### config.mk
export PLATFORM = sky130hd
export DESIGN_NAME = input_conditioner
export DESIGN_NICKNAME = d
export VERILOG_FILES = /design/src/rtl/input_cond_pkg.sv /design/src/rtl/input_cond_channel.sv /design/src/rtl/input_conditioner.sv
export SDC_FILE = /design/constraint.sdc
export NUM_CORES = 1
export LEC_CHECK = 0
export BUFFER_PORTS_ARGS = -buffer_cell sky130_fd_sc_hd__buf_4
export CAP_MARGIN = 20
export CELL_PAD_IN_SITES_DETAIL_PLACEMENT = 1
export CELL_PAD_IN_SITES_GLOBAL_PLACEMENT = 1
export CORE_MARGIN = 5
export CORE_UTILIZATION = 31
export DETAILED_ROUTE_END_ITERATION = 6
export PLACE_DENSITY_LB_ADDON = 0.08
export SLEW_MARGIN = 20
export SYNTH_ARGS = -nofsm -noshare
export SYNTH_HDL_FRONTEND = slang
export SYNTH_SLANG_ARGS = --single-unit
export TNS_END_PERCENT = 10
### constraint.sdc
create_clock -name clock -period 2.4 [get_ports clock]
set_clock_uncertainty 0.05 [all_clocks]
set_input_delay 0.24 -clock clock [delete_from_list [all_inputs] [get_ports clock]]
set_output_delay 0.24 -clock clock [all_outputs]
set_load 0.02 [all_outputs]
### src/rtl/input_cond_pkg.sv
// Shared defaults and helpers for the input conditioner.
package input_cond_pkg;

    localparam int unsigned DEF_CHANNELS        = 4;
    localparam int unsigned DEF_SYNC_STAGES     = 2;
    localparam int unsigned DEF_DEBOUNCE_CYCLES = 16;

    // Bits needed to hold a count of 0..n.
    function automatic int unsigned cnt_width(input int unsigned n);
        return $clog2(n + 1);
    endfunction

endpackage

### src/rtl/input_cond_channel.sv
// One conditioned input channel: synchronizer chain, optional debounce,
// registered edge pulses and sticky edge flags.
// Debounce is compiled in only when INPUT_COND_DEBOUNCE_EN is defined.
module input_cond_channel
    import input_cond_pkg::*;
#(
    parameter int unsigned SYNC_STAGES     = DEF_SYNC_STAGES,
    parameter int unsigned DEBOUNCE_CYCLES = DEF_DEBOUNCE_CYCLES
)(
    input  logic clock,
    input  logic rst,
    input  logic signal,
    input  logic flag_clr,
    output logic level,
    output logic rise_edge,
    output logic fall_edge,
    output logic rise_flag,
    output logic fall_flag
);

    if (SYNC_STAGES < 2) begin : g_chk_sync
        $error("input_cond_channel: SYNC_STAGES must be at least 2");
    end
    if (DEBOUNCE_CYCLES < 1) begin : g_chk_deb
        $error("input_cond_channel: DEBOUNCE_CYCLES must be at least 1");
    end

    logic [SYNC_STAGES-1:0] r_sync;
    logic                   r_level;
    logic                   r_rise_edge;
    logic                   r_fall_edge;
    logic                   r_rise_flag;
    logic                   r_fall_flag;
    logic                   w_s;
    logic                   w_change;

    assign w_s = r_sync[SYNC_STAGES-1];

    // Metastability chain; bit 0 samples the raw pin.
    always_ff @(posedge clock or negedge rst) begin
        if (!rst) begin
            r_sync <= '0;
        end else begin
            r_sync <= {r_sync[SYNC_STAGES-2:0], signal};
        end
    end

`ifdef INPUT_COND_DEBOUNCE_EN
    localparam int unsigned CW = cnt_width(DEBOUNCE_CYCLES);

    logic [CW-1:0] r_cnt;
    logic [CW-1:0] w_cnt_next;

    // Count consecutive disagreement cycles; accept the new value on the last one.
    always_comb begin
        w_change   = 1'b0;
        w_cnt_next = '0;
        if (w_s != r_level) begin
            if (r_cnt == CW'(DEBOUNCE_CYCLES - 1)) begin
                w_change = 1'b1;
            end else begin
                w_cnt_next = r_cnt + CW'(1);
            end
        end
    end

    // Debounce counter register.
    always_ff @(posedge clock or negedge rst) begin
        if (!rst) begin
            r_cnt <= '0;
        end else begin
            r_cnt <= w_cnt_next;
        end
    end
`else
    // Without debounce the level tracks the synchronized input every cycle.
    assign w_change = (w_s != r_level);
`endif

    // Level update with edge pulses registered alongside it.
    always_ff @(posedge clock or negedge rst) begin
        if (!rst) begin
            r_level     <= 1'b0;
            r_rise_edge <= 1'b0;
            r_fall_edge <= 1'b0;
        end else begin
            if (w_change) begin
                r_level <= w_s;
            end
            r_rise_edge <= w_change &  w_s;
            r_fall_edge <= w_change & ~w_s;
        end
    end

    // Sticky flags: a pulse in the same cycle as a clear keeps the flag set.
    always_ff @(posedge clock or negedge rst) begin
        if (!rst) begin
            r_rise_flag <= 1'b0;
            r_fall_flag <= 1'b0;
        end else begin
            r_rise_flag <= r_rise_edge | (r_rise_flag & ~flag_clr);
            r_fall_flag <= r_fall_edge | (r_fall_flag & ~flag_clr);
        end
    end

    assign level     = r_level;
    assign rise_edge = r_rise_edge;
    assign fall_edge = r_fall_edge;
    assign rise_flag = r_rise_flag;
    assign fall_flag = r_fall_flag;

endmodule

### src/rtl/input_conditioner.sv
// Multi-channel conditioner for asynchronous inputs entering the clock domain.
// Optional debounce filter enabled by defining INPUT_COND_DEBOUNCE_EN.
module input_conditioner
    import input_cond_pkg::*;
#(
    parameter int unsigned CHANNELS        = DEF_CHANNELS,
    parameter int unsigned SYNC_STAGES     = DEF_SYNC_STAGES,
    parameter int unsigned DEBOUNCE_CYCLES = DEF_DEBOUNCE_CYCLES
)(
    input  logic                clock,
    input  logic                rst,
    input  logic [CHANNELS-1:0] signal,
    input  logic [CHANNELS-1:0] flag_clr,
    output logic [CHANNELS-1:0] level,
    output logic [CHANNELS-1:0] rise_edge,
    output logic [CHANNELS-1:0] fall_edge,
    output logic [CHANNELS-1:0] rise_flag,
    output logic [CHANNELS-1:0] fall_flag
);

    if (CHANNELS < 1) begin : g_chk_ch
        $error("input_conditioner: CHANNELS must be at least 1");
    end

    // One independent channel per input bit.
    for (genvar gi = 0; gi < int'(CHANNELS); gi++) begin : g_ch
        input_cond_channel #(
            .SYNC_STAGES     (SYNC_STAGES),
            .DEBOUNCE_CYCLES (DEBOUNCE_CYCLES)
        ) u_ch (
            .clock     (clock),
            .rst       (rst),
            .signal    (signal[gi]),
            .flag_clr  (flag_clr[gi]),
            .level     (level[gi]),
            .rise_edge (rise_edge[gi]),
            .fall_edge (fall_edge[gi]),
            .rise_flag (rise_flag[gi]),
            .fall_flag (fall_flag[gi])
        );
    end

endmodule

* Word level (Yosys, flattened, before mapping)
Cells that the tools add are included.
** Storage, ports and cells
- Flip-flop bits (word level) :: 28
- Memories :: 0
- Bits in read-only memories :: 0
- Latch bits :: 0
- Input bits :: 10
- Bits in writable memories :: 0
** Operators by class
- Reductions and logical operators :: 0
- Shift operators :: 0
- $add $sub $neg :: 0
- Bitwise logic cells :: 32
- Multipliers :: 0
- Order comparisons :: 0
- Muxes and demuxes :: 0
- Eq/ne operators :: 4
- Div/mod/pow operators :: 0
** Operators by type and width (count)
- 1-bit AND :: 16
- 1-bit inverter :: 8
- 1-bit OR :: 8
- 1-bit inequality test :: 4

* Longest topological paths before layout
- Depth after elaboration :: 3
- Mapped depth :: 4

* Hierarchy
Synthesis repeated with hierarchy kept, for this count alone.
** Unflattened totals
- Cells, all modules :: 64
- Area, all modules :: 940.9 sq um
** Modules (own cells, without submodules)
- input_cond_channel :: instances 4, area each 235.2 sq um, cells an instance 16, seq. area each 175.2 sq um

* Worst setup path before layout
No wires, ideal clock.
- Path type :: reg2reg
- Start point :: register g_ch[0].u_ch.r_level
- End point :: register g_ch[0].u_ch.r_level
- Arrival time :: 0.773 ns
- Setup slack :: 1.456 ns
- Buffers on the path :: 0
- Period minus slack after synthesis :: 0.944 ns
- Stages on the path, launching flop included :: 4
- Cell sequence :: dfrtp_1 -> ha_1 -> nand2_1 -> o21ai_1
** On the way
- Word-level cells in the longest chain between the ends :: 1
** Ends and longest elaborated chain
- start: declaration :: RTL line input_cond_channel.sv:29 : logic r_level;
- start signal: assignment :: RTL line input_cond_channel.sv:88 : r_level <= w_s;
- 1-bit inequality test :: RTL line input_cond_channel.sv:77 : assign w_change = (w_s != r_level);
Every way passes these cells.
A chain may end at the register's enable or synchronous reset.

* Worst setup path after layout
- Start point :: register g_ch[2].u_ch.r_level
- End point :: output port level[2]
** RTL lines
- start: declaration :: RTL line input_cond_channel.sv:29
- start signal: assignment :: RTL line input_cond_channel.sv:88
- end: declaration :: RTL line input_conditioner.sv:14 : output logic [CHANNELS-1:0] level,
No word-level cell between the ends.

==> impl_metrics.tcl <==
set metrics [dict create \
    power_density_mw_per_mm2 1080 \
    cts_inserted_buffers 3 \
    synthesis.area_mm2 0.00109 \
    placementRows 21 \
    number_of_antenna_violations_at_the_first_check_in_global_routing 0 \
    postSynthAreaPerCell_um2 13.0 \
    design.die.area_mm2 0.00481 \
    ys_seq_elements 28 \
    firstDrtPassIters 2 \
    synthesis.instances 84 \
    layout.cell_area.non_filler_mm2 0.00130 \
    pin_count_of_the_biggest_net_entering_global_routing 29 \
    timing.final.hold_violations 0 \
    start_util_pct 32.4 \
    cap_viol_max_count 0 \
    cts_setup_buffers 0 \
    ff2ff_setup_slack_ns 1.40 \
    cts-root-buf "sky130_fd_sc_hd__clkbuf_4" \
    share_of_cells_above_drive_strength_1_pct 32.4 \
    detail_route.wirelength.met1_um 612 \
    layout_min_cycle_time_ns 1.22 \
    synth-simple-area-share_pct 1.38 \
    met3_wirelength_um 96 \
    area.growth.synth_to_final_pct 19.4 \
    timing_max_transition_violations_final 0 \
    clk_pin_slew_ns 0.15 \
    path_cells "buf_4" \
    cts_max_path_buffers 2 \
    cp_slowest_stage_delay_ns 0.44 \
    cts.sink_count 28 \
    yosysWarningCount 0 \
    slew_headroom_pct 76.4 \
    globalRoute.totalOverflow 0 \
    grt_use_total_pct 6.88 \
    fp.dieH_um 69.3 \
    synth_fa_ha_area_share_pct 9.17 \
    detailedPlace.worstSlack_ns 1.41 \
    final_cycle_share_pct 50.8 \
    place.gp.congestion 0.620 \
    leakage_uw 0.000726 \
    synth.mux.area_fraction_pct 0 \
    critPathKind "reg -> out" \
    place_area_mm2 0.00122 \
    number_of_global_route_vias_before_repair 626 \
    avgViaCountPerCell 4.02 \
    vdd_ir_drop_max_mv 0.467 \
    synth_nets 102 \
    placement.io_buffers 29 \
    fillers 391 \
    layout.cells.most_common "sky130_fd_sc_hd__buf_4" \
    detail_routed_net_length_per_standard_cell_um 10.5 \
    tightest_slew_ns 0.355 \
    timing.critical_path.required_ns 2.11 \
    final.setup.tns_ns 0 \
    fmaxAchievable_ghz 0.820 \
    cp.arrival_ns 0.93 \
    slowest_stage "sky130_fd_sc_hd__dfrtp_1" \
    worstHoldPathCells 3 \
    route.met2.wl_um 824 \
    synth_area_leaders "sky130_fd_sc_hd__dfrtp_1, sky130_fd_sc_hd__buf_4, sky130_fd_sc_hd__ha_1, sky130_fd_sc_hd__a21o_1, sky130_fd_sc_hd__inv_1" \
    synth.top_cell.area_share_pct 64.2 \
    die-width_um 69.3 \
    final_cell_mix "sky130_fd_sc_hd__buf_4, sky130_fd_sc_hd__dfrtp_1, sky130_fd_sc_hd__inv_1" \
    num_io_pins 30 \
    r2r-start "g_ch[2].u_ch.level" \
    hold_end "g_ch[2].u_ch.fall_flag" \
    routed_wirelength_um 1550 \
    critical_path.max_fanout 4 \
    seq_area_frac_synth_pct 64.2 \
    post-route-drc-count 0 \
    cp_num_buf_inv 1 \
    cts_tree "done" \
    cts_htree_levels 1 \
    fraction_of_the_mapped_netlist_area_in_compound_gates_pct 7.34 \
    worst_skew_pair.late_latency_ns 0.32 \
    postRouteAntennaNets 0 \
    fin_nets 121 \
    detail_route.iter0.violations 23 \
    synth_top_family_by_area "buffers and inverters" \
    critical_path.reg2reg.endpoint "g_ch[2].u_ch.level" \
    netlist.top_cell.by_area "sky130_fd_sc_hd__dfrtp_1" \
    wire_length_of_the_first_global_routing_pass_um 2700 \
    worstHoldPathType "in -> reg" \
    antenna_cells 0 \
    rsz0062_at_grt "false" \
    status "completed" \
    worst_setup_path_end_kind "output pin" \
    hold_start "flag_clr[2]" \
    synth-xor-area-share_pct 0 \
    vias 595 \
    netlist-cell-type-count 7 \
    place.detailed.hpwl_um 1170 \
    ff2ff_path_depth 3 \
    route.top_layer_used "met4" \
    setup_viol 0 \
    setup_slack_ns 1.18 \
    crit_path_start_kind "flip-flop" \
    placeableCoreArea_mm2 0.00336 \
    critPathTopFamily "flip-flops" \
]
-- Yosys cell counts --
library cell              number
sky130_fd_sc_hd__a21o_1        8
sky130_fd_sc_hd__buf_4        20
sky130_fd_sc_hd__dfrtp_1      28
sky130_fd_sc_hd__ha_1          8
sky130_fd_sc_hd__inv_1        12
sky130_fd_sc_hd__nand2_1       4
sky130_fd_sc_hd__o21ai_1       4
-- worst max path at each step --
stage / startpoint / to / slack (ns) / cells past startpoint
finish: g_ch[2].u_ch.level / level[2] / 1.18 / 1
global placement: g_ch[3].u_ch.r_sync[1] / g_ch[3].u_ch.level / 1.41 / 4
floorplan: g_ch[0].u_ch.level / g_ch[0].u_ch.level / 1.46 / 3
global route: g_ch[1].u_ch.level / level[1] / 1.12 / 1
detailed placement: g_ch[1].u_ch.level / g_ch[1].u_ch.level / 1.41 / 3
CTS: g_ch[1].u_ch.level / level[1] / 1.15 / 1
-- registers in the layout, indices dropped and copies added, names as in the netlist --
name and count:
g_ch.u_ch.level 4, g_ch.u_ch.fall_edge 4, g_ch.u_ch.rise_edge 4, g_ch.u_ch.fall_flag 4
g_ch.u_ch.rise_flag 4, g_ch.u_ch.r_sync 8
-- power by group --
group	switching (uW)	internal [uW]	total (uW)
Sequential	82.9	597	680
Clock	132	92.7	225
Combinational	272	233	505
-- cell type report --
type                       instances  area [um^2]  share of cell area [%]
clock buffer                       4         36.3                    2.79
inverter                          12         45.0                    3.46
multi-input combinational         24          195                    15.0
sequential                        28          701                    53.8
tap                               46         57.6                    4.42
timing repair buffer              34          268                    20.6
-- what timing repair did --
item	in CTS	in global routing
gates resized for setup	0	0
hold buffers	5	0
hold endpoints to repair	32	0
-- cell families after synthesis --
family          count (synthesis)
fa+ha+maj                       8
compound gates                 12
simple gates                    4
flops                          28
buf+inv                        32
-- metal layers --
layer | vias to the layer above | track usage, %
met5 | - | 0
met4 | 0 | 3.25
met3 | 2 | 2.32
met2 | 17 | 12.1
met1 | 302 | 7.35
li1 | 274 | -
-- through the flow --
stage / util (%) / total power (uW) / hold WS [ns] / cells
6_report: 38.7 / 1410 / 0.144 / 148
5_1_grt: 38.7 / 1510 / 0.125 / 148
3_3_place_gp: 36.2 / 1190 / 0.136 / 139
2_1_floorplan: - / 1120 / -0.106 / 84
4_1_cts: 38.7 / 1440 / 0.133 / 148
3_5_place_dp: 36.2 / 1210 / 0.135 / 139
Power figures use the tool's default switching activity.
